File: config.mk
export PLATFORM = sky130hd
export DESIGN_NAME = cp0_regfile
export DESIGN_NICKNAME = d
export VERILOG_FILES = /design/src/rtl/cpu_defs.sv /design/src/rtl/cp0_timer.sv /design/src/rtl/cp0_regfile.sv
export SDC_FILE = /design/constraint.sdc
export NUM_CORES = 1
export LEC_CHECK = 0
export CELL_PAD_IN_SITES_DETAIL_PLACEMENT = 1
export CELL_PAD_IN_SITES_GLOBAL_PLACEMENT = 2
export CORE_ASPECT_RATIO = 0.5
export CORE_MARGIN = 2
export CORE_UTILIZATION = 29
export CTS_BUF_LIST = sky130_fd_sc_hd__clkbuf_8
export DETAILED_ROUTE_END_ITERATION = 16
export GPL_TIMING_DRIVEN = 0
export MAX_ROUTING_LAYER = met4
export PLACE_DENSITY_LB_ADDON = 0.1
export SETUP_SLACK_MARGIN = 0.5
export SLEW_MARGIN = 20
export SYNTH_ARGS = -nofsm -noshare
export SYNTH_HDL_FRONTEND = slang
export SYNTH_HIERARCHICAL = 1
export SYNTH_SLANG_ARGS = --single-unit
File: constraint.sdc
create_clock -name clk -period 3.3 [get_ports clk]
set_clock_uncertainty 0.15 [all_clocks]
set_input_delay 0.66 -clock clk [delete_from_list [all_inputs] [get_ports clk]]
set_output_delay 0.66 -clock clk [all_outputs]
set_load 0.02 [all_outputs]
File: src/rtl/cpu_defs.sv
// Shared MIPS32 core definitions: CP0 register numbers, Status/Cause bit
// positions and exception codes.
package cpu_defs;

    localparam logic [4:0] CP0_BADVADDR = 5'd8;
    localparam logic [4:0] CP0_COUNT    = 5'd9;
    localparam logic [4:0] CP0_COMPARE  = 5'd11;
    localparam logic [4:0] CP0_STATUS   = 5'd12;
    localparam logic [4:0] CP0_CAUSE    = 5'd13;
    localparam logic [4:0] CP0_EPC      = 5'd14;

    localparam int STATUS_IE_BIT  = 0;
    localparam int STATUS_EXL_BIT = 1;
    localparam int STATUS_BEV_BIT = 22;
    localparam int CAUSE_BD_BIT   = 31;
    localparam int CAUSE_TI_BIT   = 30;

    localparam logic [4:0] EXC_INT  = 5'h00;
    localparam logic [4:0] EXC_ADEL = 5'h04;
    localparam logic [4:0] EXC_ADES = 5'h05;
    localparam logic [4:0] EXC_SYS  = 5'h08;
    localparam logic [4:0] EXC_BP   = 5'h09;
    localparam logic [4:0] EXC_RI   = 5'h0a;
    localparam logic [4:0] EXC_OV   = 5'h0c;

endpackage

File: src/rtl/cp0_timer.sv
// CP0 Count/Compare timer: Count advances at half the core clock and TI
// latches when an increment lands on Compare.
module cp0_timer
    import cpu_defs::*;
(
    input  logic        clk,
    input  logic        resetn,
    input  logic        mtc0_we,
    input  logic [4:0]  mtc0_addr,
    input  logic [31:0] mtc0_data,
    output logic [31:0] count,
    output logic [31:0] compare,
    output logic        ti
);

    logic        tick;
    logic        wr_count;
    logic        wr_compare;
    logic [31:0] count_inc;

    assign wr_count   = mtc0_we && (mtc0_addr == CP0_COUNT);
    assign wr_compare = mtc0_we && (mtc0_addr == CP0_COMPARE);
    assign count_inc  = count + 32'd1;

    always_ff @(posedge clk or negedge resetn) begin
        if (!resetn) begin
            tick    <= 1'b0;
            count   <= 32'd0;
            compare <= 32'd0;
            ti      <= 1'b0;
        end else begin
            tick <= ~tick;
            // A software load of Count replaces this cycle's increment.
            if (wr_count)
                count <= mtc0_data;
            else if (tick)
                count <= count_inc;
            if (wr_compare)
                compare <= mtc0_data;
            // Writing Compare acknowledges the interrupt, even against a fresh match.
            if (wr_compare)
                ti <= 1'b0;
            else if (tick && !wr_count && (count_inc == compare))
                ti <= 1'b1;
        end
    end

endmodule

File: src/rtl/cp0_regfile.sv
// Coprocessor-0 register file: MFC0/MTC0 access, exception/ERET commit,
// interrupt folding into Cause.IP and the registered interrupt request.
module cp0_regfile
    import cpu_defs::*;
#(
    parameter logic [31:0] STATUS_RST    = 32'h0040_0000,
    parameter int          TIMER_IRQ_BIT = 7
) (
    input  logic        clk,
    input  logic        resetn,
    input  logic        mtc0_we,
    input  logic [4:0]  mtc0_addr,
    input  logic [31:0] mtc0_data,
    input  logic [4:0]  mfc0_addr,
    output logic [31:0] mfc0_data,
    input  logic        exception_occur,
    input  logic [31:0] exc_we,
    input  logic [4:0]  ExcCode,
    input  logic [31:0] EPC_in,
    input  logic [31:0] BadVAddr_in,
    input  logic        is_ds,
    input  logic        isERET,
    input  logic [5:0]  hardware_abortion,
    output logic [31:0] Status,
    output logic [31:0] Cause,
    output logic [31:0] EPC,
    output logic        interrupt_pending
);

    localparam int HW_TIMER_IDX = TIMER_IRQ_BIT - 2;

    logic [7:0]  im,       im_n;
    logic        exl,      exl_n;
    logic        ie,       ie_n;
    logic        bd,       bd_n;
    logic [4:0]  exccode,  exccode_n;
    logic [5:0]  ip_hw,    ip_hw_n;
    logic [1:0]  ip_sw,    ip_sw_n;
    logic [31:0] epc,      epc_n;
    logic [31:0] badvaddr, badvaddr_n;
    logic        pending_n;

    logic [31:0] count;
    logic [31:0] compare;
    logic        ti;

    logic        wr_status;
    logic        wr_cause;
    logic        wr_epc;
    logic        unused_exc_we;

    cp0_timer u_timer (
        .clk       (clk),
        .resetn    (resetn),
        .mtc0_we   (mtc0_we),
        .mtc0_addr (mtc0_addr),
        .mtc0_data (mtc0_data),
        .count     (count),
        .compare   (compare),
        .ti        (ti)
    );

    assign wr_status     = mtc0_we && (mtc0_addr == CP0_STATUS);
    assign wr_cause      = mtc0_we && (mtc0_addr == CP0_CAUSE);
    assign wr_epc        = mtc0_we && (mtc0_addr == CP0_EPC);
    assign unused_exc_we = ^{exc_we[31:15], exc_we[13:9], exc_we[7:0]};

    always_comb begin
        im_n       = im;
        exl_n      = exl;
        ie_n       = ie;
        bd_n       = bd;
        exccode_n  = exccode;
        ip_sw_n    = ip_sw;
        epc_n      = epc;
        badvaddr_n = badvaddr;

        // Status and Cause are always claimed by an exception; MTC0 only wins when neither
        // the exception record nor ERET owns the register this cycle.
        if (exception_occur) begin
            exl_n     = 1'b1;
            exccode_n = ExcCode;
            bd_n      = is_ds;
        end else if (isERET) begin
            exl_n = 1'b0;
        end else if (wr_status) begin
            im_n  = mtc0_data[15:8];
            exl_n = mtc0_data[STATUS_EXL_BIT];
            ie_n  = mtc0_data[STATUS_IE_BIT];
        end

        if (!exception_occur && wr_cause)
            ip_sw_n = mtc0_data[9:8];

        // A nested exception keeps the original return address.
        if (exception_occur && exc_we[CP0_EPC]) begin
            if (!exl)
                epc_n = EPC_in;
        end else if (wr_epc) begin
            epc_n = mtc0_data;
        end

        if (exception_occur && exc_we[CP0_BADVADDR])
            badvaddr_n = BadVAddr_in;

        ip_hw_n               = hardware_abortion;
        ip_hw_n[HW_TIMER_IDX] = hardware_abortion[HW_TIMER_IDX] | ti;

        pending_n = (|({ip_hw_n, ip_sw_n} & im_n)) && ie_n && !exl_n;
    end

    always_ff @(posedge clk or negedge resetn) begin
        if (!resetn) begin
            im                <= STATUS_RST[15:8];
            exl               <= STATUS_RST[STATUS_EXL_BIT];
            ie                <= STATUS_RST[STATUS_IE_BIT];
            bd                <= 1'b0;
            exccode           <= 5'd0;
            ip_hw             <= 6'd0;
            ip_sw             <= 2'd0;
            epc               <= 32'd0;
            badvaddr          <= 32'd0;
            interrupt_pending <= 1'b0;
        end else begin
            im                <= im_n;
            exl               <= exl_n;
            ie                <= ie_n;
            bd                <= bd_n;
            exccode           <= exccode_n;
            ip_hw             <= ip_hw_n;
            ip_sw             <= ip_sw_n;
            epc               <= epc_n;
            badvaddr          <= badvaddr_n;
            interrupt_pending <= pending_n;
        end
    end

    assign Status = {9'd0, 1'b1, 6'd0, im, 6'd0, exl, ie};
    assign Cause  = {bd, ti, 14'd0, ip_hw, ip_sw, 1'b0, exccode, 2'b00};
    assign EPC    = epc;

    always_comb begin
        mfc0_data = 32'd0;
        case (mfc0_addr)
            CP0_BADVADDR: mfc0_data = badvaddr;
            CP0_COUNT:    mfc0_data = count;
            CP0_COMPARE:  mfc0_data = compare;
            CP0_STATUS:   mfc0_data = Status;
            CP0_CAUSE:    mfc0_data = Cause;
            CP0_EPC:      mfc0_data = epc;
            default:      mfc0_data = 32'd0;
        endcase
    end

endmodule

==> results.toml, run 1 <==
[cts]
ctsRootBufferMaster = "clkbuf_8"
cts_max_level = 4
cts.sinks = 155
cts_tree = "done"
cts_made_buffers = 17
clk_pin_slew_ns = 0.08
max-clock-path-buffers = 2
clock_latency_ns = 0.49

[die]
die_y_um = 128
start_util_pct = 29.5
die_width_um = 253
die_area_um2 = 32400
io_pins = 284
core_area_um2 = 30400
rows = 45

[pwr]
vdd_drop_max_mv = 0.296
p_leak_uw = 0.00553
power.density_nw_per_um2 = 508

[cells_and_area]
fin_util_pct = 41.8
nets = 1336
design_area_um2 = 12700
drive_above_1_share_pct = 25.6
antennaDiodeCount = 0
seqCellArea_um2 = 3880
area.growth.synth_to_final_pct = 41.8
fill_cells = 3440
multi_input_area_um2 = 4770

[sta]
period_needed_ns = 2.91
finalCritPeriodShare_pct = 88.2
tightest_slew_ns = 0.801
worst_slack_ns = 0.390
final_hold_viol_count = 0
rsz0062_at_grt = "yes"
drv_slew = 0
slew_headroom_pct = 46.6
fmax_mhz = 344
setup_viol = 0

[global_route]
use_met1_pct = 32.8
grt_use_total_pct = 23.4
grt_max_degree = 80
grt_pass1_vias = 8458
antenna_found_initial = 0
grt_overflow = 0
use_met3_pct = 4.59
grt_pass1_wl_mm = 54.2
use_met2_pct = 34.4
grt.busiest_layer = "met2"

[routing]
vias_per_cell = 5.14
ant_nets = 0
num_vias = 8190
drc = 0
routed_wl_mm = 36.9
wl_per_cell_um = 23.2
dr.pass1.iters = 5
drt-initial-drc-count = 621

[yosys]
synth.top_cell.area_share_pct = 43.2
synth_area_leaders = "dfrtp_1 (43%), mux2_2 (9.7%), a22oi_1 (5.4%), mux2i_1 (4.0%), a21oi_1 (4.0%)"
ys_dominant_reg_cell = "dfrtp_1"
yosysMostFrequentCell = "dfrtp_1"
synth.ff_latch_count = 155
syn_area_um2 = 8970
synth_area_leader_cell = "dfrtp_1"
async_flop_share_pct = 100
synth_cell_types = 71
synth.avg_cell_area_um2 = 10.1
synth_common_cells = "dfrtp_1 (155), nor2_1 (89), mux2_2 (77)"
yosys_warnings = 6
syn_inst = 888
synth-edff-count = 0
ys_seq_area_share_pct = 43.2

[setup_path]
cpPeakStageDelay_ns = 0.45
r2r-start = "u_timer/count[0]"
cp_slowest_cell = "or3b_4"
worstSetupPathType = "input port to primary output"
cp-start-kind = "input port"
arrival_ns = 2.10
end_kind = "primary output"
crit_fanout = 6
path_cells = "buf_6 > or3b_4 > nor3_4 > buf_12 > buf_12 > buf_16 > a22oi_2 > nand3_1 > buf_6"
crit_path_start = "mfc0_addr[4]"
worstPathRequired_ns = 2.49

[run]
maxCapViolCount = 0

[placement]
pre_cts_ws_ns = -1.21
gp_congestion = 0.882
place_area_um2 = 11800
port_buffers = 214
dpl.hpwl_mm = 27.1

[outcome]
status = "finished clean"

[worst_hold_path]
hold_start = "badvaddr[9]"
hp-class = "flop to flop"
[worst max-delay path: cells and delay by family]
kind / cells / cell delay, ns
buffers and inverters: 5 / 0.63
AO/OA/AOI/OAI: 1 / 0.08
AND/OR/NAND/NOR: 3 / 0.73
[final cells by class]
cell class	instances	share of cell area (%)
multi-input cells	664	37.5
clock buffers	19	2.06
clock inverters	13	1.00
well taps	399	3.92
inverters	6	0.177
repair buffers	236	18.9
plain buffers	100	5.94
flip-flops and latches	155	30.5
[state kept, by name (all words and copies together), names as in the netlist]
signal,count
EPC,32
badvaddr,32
bd,1
exccode,5
exl,1
ie,1
im,8
interrupt_pending,1
ip_hw,6
ip_sw,2
u_timer/compare,32
u_timer/count,32
u_timer/ti,1
u_timer/tick,1
[metrics by stage]
stage               hold WS [ns]  total power (uW)  setup TNS (ns)  std cells
CTS                        0.366              6440               0       1581
global placement           0.338              4840         -872.28       1538
detailed placement         0.345              4890          -30.80       1539
floorplan                  0.214              3940               0        925
finish                     0.362              6460               0       1592
global route               0.379              6840               0       1592
[cells in the final DEF (no fill, tap or decap), types with 9 or more instances in the layout]
cell type | synthesis | layout
nand3_1 | 21 | 21
mux2_2 | 77 | 77
a22oi_1 | 64 | 54
xor2_1 | 31 | 31
clkbuf_1 | 14 | 10
a22oi_2 | 0 | 10
clkdlybuf4s50_1 | 0 | 176
xnor2_1 | 36 | 36
a222oi_1 | 11 | 11
conb_1 | 2 | 39
nand4_1 | 17 | 17
nor2_1 | 89 | 86
nor3_1 | 15 | 13
buf_12 | 0 | 9
clkbuf_8 | 0 | 19
buf_4 | 46 | 72
nand2_1 | 55 | 55
buf_2 | 35 | 27
a21oi_1 | 71 | 71
dfrtp_1 | 155 | 153
and3_1 | 11 | 9
mux2i_1 | 36 | 36
buf_6 | 1 | 23
[repair_timing]
action	in CTS	in global routing
hold buffers	1	0
hold endpoints to repair	4	0
resized for setup	236	50
gates cloned	1	2
pin swaps	14	24
setup endpoints to repair	33	38
setup buffers	8	9
[kinds of logic (layout without fill, tap and decap cells)]
group                    count (synthesis)  in the layout  share of synthesized area [%]
other                                    2             39                         0.0837
adder cells (fa/ha/maj)                  1              1                          0.139
buffers and inverters                  106            374                           6.94
multiplexers                           117            117                           14.3
AND/OR/NAND/NOR                        260            260                           15.3
AO/OA/AOI/OAI                          180            180                           13.5
XOR/XNOR                                67             67                           6.54
flip-flops                             155            155                           43.2
[final timing paths]
kind / end / slack, ns / cells after the start
setup / recovery: mfc0_data[14] / 0.39 / 9
hold / removal: badvaddr[9] / 0.36 / 1
setup reg to reg: u_timer/ti / 0.53 / 8
hold reg to reg: badvaddr[9] / 0.36 / 1
max in group asynchronous: EPC[15] / 1.54 / 3
min in group asynchronous: EPC[7] / 0.60 / 2
[power by group]
group	switching, uW	internal (uW)
sequential	397	2270
combinational	1210	1070
clock	804	704
total	2410	4050
[per-layer routing]
metal  up-vias  part of all wire [%]
met5         -                     0
met4         0                   1.4
met3        27                   5.0
met2       216                    45
met1      4212                    49
li1       3735                     -
No activity file was read; power rests on OpenSTA's default activity.
==> run 2: changes to the inputs <==
--- a/config.mk
+++ b/config.mk
@@ -11,10 +11,12 @@
 export CORE_MARGIN = 2
 export CORE_UTILIZATION = 29
 export CTS_BUF_LIST = sky130_fd_sc_hd__clkbuf_8
+export CTS_CLUSTER_SIZE = 8
 export DETAILED_ROUTE_END_ITERATION = 16
 export GPL_TIMING_DRIVEN = 0
 export MAX_ROUTING_LAYER = met4
 export PLACE_DENSITY_LB_ADDON = 0.1
+export REMOVE_ABC_BUFFERS = 1
 export SETUP_SLACK_MARGIN = 0.5
 export SLEW_MARGIN = 20
 export SYNTH_ARGS = -nofsm -noshare
==> run 2 against run 1 <==
Final area is 0.61% lower. Fmax is 0.63% lower. Clock power hardly changed. Register-to-register slack better by 0.11 ns. Combinational power is 12% lower. Critical path type unchanged. Critical endpoint is now mfc0_data[12].
==> results.toml, run 2 (same netlist as run 1, synthesis figures left out) <==
[outcome]
status = "finished clean"

[setup_path]
worstSetupPathType = "input port to primary output"
crit_path_start = "mfc0_addr[4]"
path_buf_inv = 5
worstPathRequired_ns = 2.49
cpPeakStageDelay_ns = 0.43
crit_cells = 9
worstSetupEndpoint = "mfc0_data[12]"
r2r_end = "u_timer/ti"
cp-start-kind = "input port"
rrSetupSlack_ns = 0.64
cp_slowest_cell = "or3b_4"
path_cells = "buf_6 > or3b_4 > nor3_4 > buf_6 > buf_12 > buf_12 > a22oi_1 > nand3_1 > buf_6"
r2r_cells = 8
arrival_ns = 2.12
r2r-start = "u_timer/count[1]"
end_kind = "primary output"
crit_fanout = 7
critPathTopFamily = "simple AND/OR/NAND/NOR gates"
path_common_cell = "buf_6"

[cts]
max-clock-path-buffers = 2
cts_tree = "done"
cts.sinks = 155
cts_made_buffers = 17
cts_max_level = 4
ctsRootBufferMaster = "clkbuf_8"
clock_latency_ns = 0.49
clk_pin_slew_ns = 0.08

[sta]
finalCritPeriodShare_pct = 88.7
setup_viol = 0
setup_tns_ns = 0
period_needed_ns = 2.93
drv_slew = 0
slew_headroom_pct = 48.0
rsz0062_at_grt = "yes"
fmax_mhz = 341
final_hold_viol_count = 0
worst_slack_ns = 0.371
tightest_slew_ns = 0.780

[die]
die_width_um = 253
rows = 45
io_pins = 284
die_y_um = 128
core_area_um2 = 30400
die_area_um2 = 32400
start_util_pct = 29.5

[cells_and_area]
area.growth.synth_to_final_pct = 40.9
fin_util_pct = 41.6
layout_common_cells = "clkdlybuf4s50_1 (175), dfrtp_1 (147), nor2_1 (86), mux2_2 (77), a21oi_1 (70)"
nets = 1266
antennaDiodeCount = 0
final_cell_count_no_fill = 1521
layout_commonest_cell = "clkdlybuf4s50_1"
drive_above_1_share_pct = 24.3

[placement]
placed_cells = 1456
port_buffers = 214
dpl.hpwl_mm = 23.0
pre_cts_ws_ns = -0.890
gp_congestion = 0.801

[global_route]
grt_pass1_vias = 8149
grt_max_degree = 65
grt_use_total_pct = 21.2
grt_pass1_wl_mm = 50.1
antenna_found_initial = 0
grt_overflow = 0

[routing]
vias_per_cell = 5.04
routed.top_layer = "met4"
dr.pass1.iters = 5
wl_per_cell_um = 21.3
dr_wl_met3_um = 961
drt-initial-drc-count = 476
ant_nets = 0
routed_wl_mm = 32.4
num_vias = 7672
drc = 0
wl_met2_mm = 14.9
wl_met1_mm = 16.2

[pwr]
finalPower_uw = 6360
vdd_drop_max_mv = 0.272
power.density_nw_per_um2 = 503
p_leak_uw = 0.00531

[run]
maxCapViolCount = 0

[worst_hold_path]
hp-class = "flop to flop"
==> run 2: how the worst min path moves through the flow <==
stage / start / endpoint / slack [ns] / depth (start not counted)
floorplan: resetn / EPC[0] / 0.21 / 0
global placement: badvaddr[27] / badvaddr[27] / 0.34 / 1
detailed placement: badvaddr[21] / badvaddr[21] / 0.35 / 1
CTS: badvaddr[8] / badvaddr[8] / 0.37 / 1
global route: badvaddr[12] / badvaddr[12] / 0.39 / 1
finish: badvaddr[0] / badvaddr[0] / 0.37 / 1
==> run 2: power breakdown <==
group / total, uW / switching [uW] / internal (uW)
clock: 1520 / 750 / 767
combinational: 2010 / 989 / 1030
sequential: 2830 / 556 / 2280
==> run 2: worst register-to-register path, stage by stage (launching register included) <==
cell and delay [ns]:
dfrtp_2 0.46, ha_4 0.20, and3_2 0.26, and3_1 0.23, xnor2_2 0.14, o2111ai_1 0.13, or4_4 0.59, nor4_2 0.27
a22o_1 0.15
==> run 2: metrics by stage <==
stage | cell area (um^2) | hold WS, ns
CTS | 12400 | 0.369
finish | 12600 | 0.366
floorplan | 8510 | 0.214
global placement | 11200 | 0.340
detailed placement | 11500 | 0.346
global route | 12600 | 0.392
==> run 2: cell type report <==
class / count / area [um^2]
clock inverter: 12 / 133
tap: 399 / 499
sequential: 155 / 3890
multi-input combinational: 665 / 4910
fill: 3358 / 17800
inverter: 6 / 22.5
timing repair buffer: 265 / 2930
clock buffer: 19 / 262
==> run 2: routing by layer <==
metal / GRT usage [%] / vias to the layer above
met5: - / -
met4: 4.80 / 0
met3: 3.34 / 16
met2: 32.3 / 126
met1: 29.8 / 3937
li1: - / 3593
==> run 2: what timing repair did <==
action / 4_1_cts / 5_1_grt
pin swaps: 26 / 15
gates cloned: 5 / 1
endpoints found under the setup margin: 70 / 36
endpoints found under the hold margin: 52 / 0
resized for setup: 258 / 34
setup buffers: 20 / 7
hold buffers: 1 / 0
==> run 3: changes to the inputs <==
--- a/config.mk
+++ b/config.mk
@@ -5,6 +5,7 @@
 export SDC_FILE = /design/constraint.sdc
 export NUM_CORES = 1
 export LEC_CHECK = 0
+export ABC_CLOCK_PERIOD_IN_PS = 3300
 export CELL_PAD_IN_SITES_DETAIL_PLACEMENT = 1
 export CELL_PAD_IN_SITES_GLOBAL_PLACEMENT = 2
 export CORE_ASPECT_RATIO = 0.5
==> constraint.sdc (replaced) <==
create_clock -name clk -period 3.3 [get_ports clk]
set_clock_uncertainty 0.15 [all_clocks]
set_input_delay 0.66 -clock clk [delete_from_list [all_inputs] [get_ports clk]]
set_output_delay 0.66 -clock clk [all_outputs]
set_load 0.05 [all_outputs]
==> run 3 against run 2 <==
Final area is 0.99% higher. Utilization increased by 0.41 points. Cell count rose by 0.13%. Clock-buffer cell count unchanged. Combinational power is 19% higher. Register-to-register slack lost 0.04 ns. Worst setup slack worse by 0.038 ns.
==> results.toml, run 3 (same netlist as run 1, synthesis figures left out) <==
[worst_hold_path]
hold_start = "badvaddr[22]"
hp-class = "flop to flop"
hold_end = "badvaddr[22]"
holdPathStages = 1

[global_route]
grt_use_total_pct = 21.4
grt_overflow = 0
grt_pass1_wl_mm = 50.2
antenna_found_initial = 0
grt_pass1_vias = 8159
grt_max_degree = 65

[cts]
cts_tree = "done"
clock_latency_ns = 0.49
cts_made_buffers = 17
max-clock-path-buffers = 2
cts.sinks = 155
cts_max_level = 4
clk_pin_slew_ns = 0.08
ctsRootBufferMaster = "clkbuf_8"

[sta]
rsz0062_at_grt = "yes"
setup_viol = 0
final_hold_viol_count = 0
fmax_mhz = 337
tightest_slew_ns = 0.768
slew_headroom_pct = 48.8
setup_tns_ns = 0
finalCritPeriodShare_pct = 89.9
period_needed_ns = 2.97
drv_slew = 0

[die]
core_area_um2 = 30400
die_area_um2 = 32400
io_pins = 284
die_y_um = 128
start_util_pct = 29.5
rows = 45
die_width_um = 253

[setup_path]
end_kind = "primary output"
worstPathRequired_ns = 2.49
r2r_cells = 7
cp-start-kind = "input port"
cp_slowest_cell = "a222oi_1"
crit_fanout = 5
rrSetupSlack_ns = 0.60
path_cells = "buf_6 > or3b_4 > nor2_4 > buf_12 > buf_12 > buf_6 > a222oi_1 > nand2_1 > buf_6"
r2r-start = "u_timer/count[8]"
path_common_cell = "buf_6"
r2r_end = "u_timer/ti"
cpPeakStageDelay_ns = 0.37
arrival_ns = 2.16
worstSetupPathType = "input port to primary output"

[routing]
vias_per_cell = 5.05
drt-initial-drc-count = 463
ant_nets = 0
drc = 0
num_vias = 7695
wl_per_cell_um = 21.5
dr.pass1.iters = 6
routed_wl_mm = 32.7

[placement]
gp_congestion = 0.801
port_buffers = 214
dpl.hpwl_mm = 23.0
place_area_um2 = 11500

[cells_and_area]
layout_common_cells = "clkdlybuf4s50_1 (175), dfrtp_1 (146), nor2_1 (86), mux2_2 (77), a21oi_1 (70)"
drive_above_1_share_pct = 25.4
fill_cells = 3334
nets = 1268
design_area_um2 = 12800
area.growth.synth_to_final_pct = 42.3
fin_util_pct = 42.0
layout_commonest_cell = "clkdlybuf4s50_1"
antennaDiodeCount = 0

[pwr]
p_leak_uw = 0.00535
power.density_nw_per_um2 = 530
vdd_drop_max_mv = 0.272

[outcome]
status = "finished clean"

[run]
maxCapViolCount = 0
run 3: cell count changes in the layout (fill, tap and decap cells not counted), sizes merged:
cell / change
clkbuf: -1
buf: +3
run 3: what timing repair did:
action	CTS	global route
setup endpoints to repair	70	35
endpoints found under the hold margin	52	0
gates cloned	7	0
gates resized for setup	301	28
buffers inserted	23	5
pin swaps	35	27
hold buffers	1	0
run 3: area by class of cell:
class                      count  area [um^2]  area share [%]
multi-input combinational    665         4940            38.7
sequential                   155         3890            30.5
timing repair buffer         267         3020            23.6
tap                          399          499            3.91
clock buffer                  19          262            2.05
clock inverter                12          133            1.04
inverter                       6         22.5           0.176
run 3: routing by layer:
metal,part of all wire (%),wire length (um),track usage (%)
met1,50,16300,29.6
met2,46,15200,33.0
met3,3.0,965,3.48
met4,0.83,272,4.49
met5,0,0,-
run 3: worst max-delay path, delay by kind of cell:
kind	cells	cell delay [ns]
buf+inv	5	0.66
compound gates	1	0.37
simple gates	3	0.46
run 3: worst max path at each step:
stage / startpoint / to / depth (start not counted)
after floorplan: mfc0_addr[4] / mfc0_data[0] / 4
after global placement: resetn / badvaddr[29] / 1
after detailed placement: mfc0_addr[3] / mfc0_data[11] / 7
after CTS: mfc0_addr[2] / mfc0_data[22] / 9
after global routing: mfc0_addr[3] / mfc0_data[3] / 9
final: mfc0_addr[3] / mfc0_data[6] / 9
run 3: stage by stage:
stage / hold WS, ns / power (uW) / instances / setup WS, ns
global route: 0.397 / 7160 / 1523 / 0.284
global placement: 0.340 / 5060 / 1438 / -5.57
detailed placement: 0.346 / 5140 / 1456 / -1.09
floorplan: 0.214 / 4210 / 825 / -0.802
CTS: 0.370 / 6780 / 1518 / 0.309
finish: 0.365 / 6760 / 1523 / 0.334
run 3: power by group:
group	switching [uW]	leakage, uW	internal [uW]
sequential	565	0.00185	2280
clock	751	0.000216	767
combinational	1370	0.00329	1030
total	2690	0.00535	4070
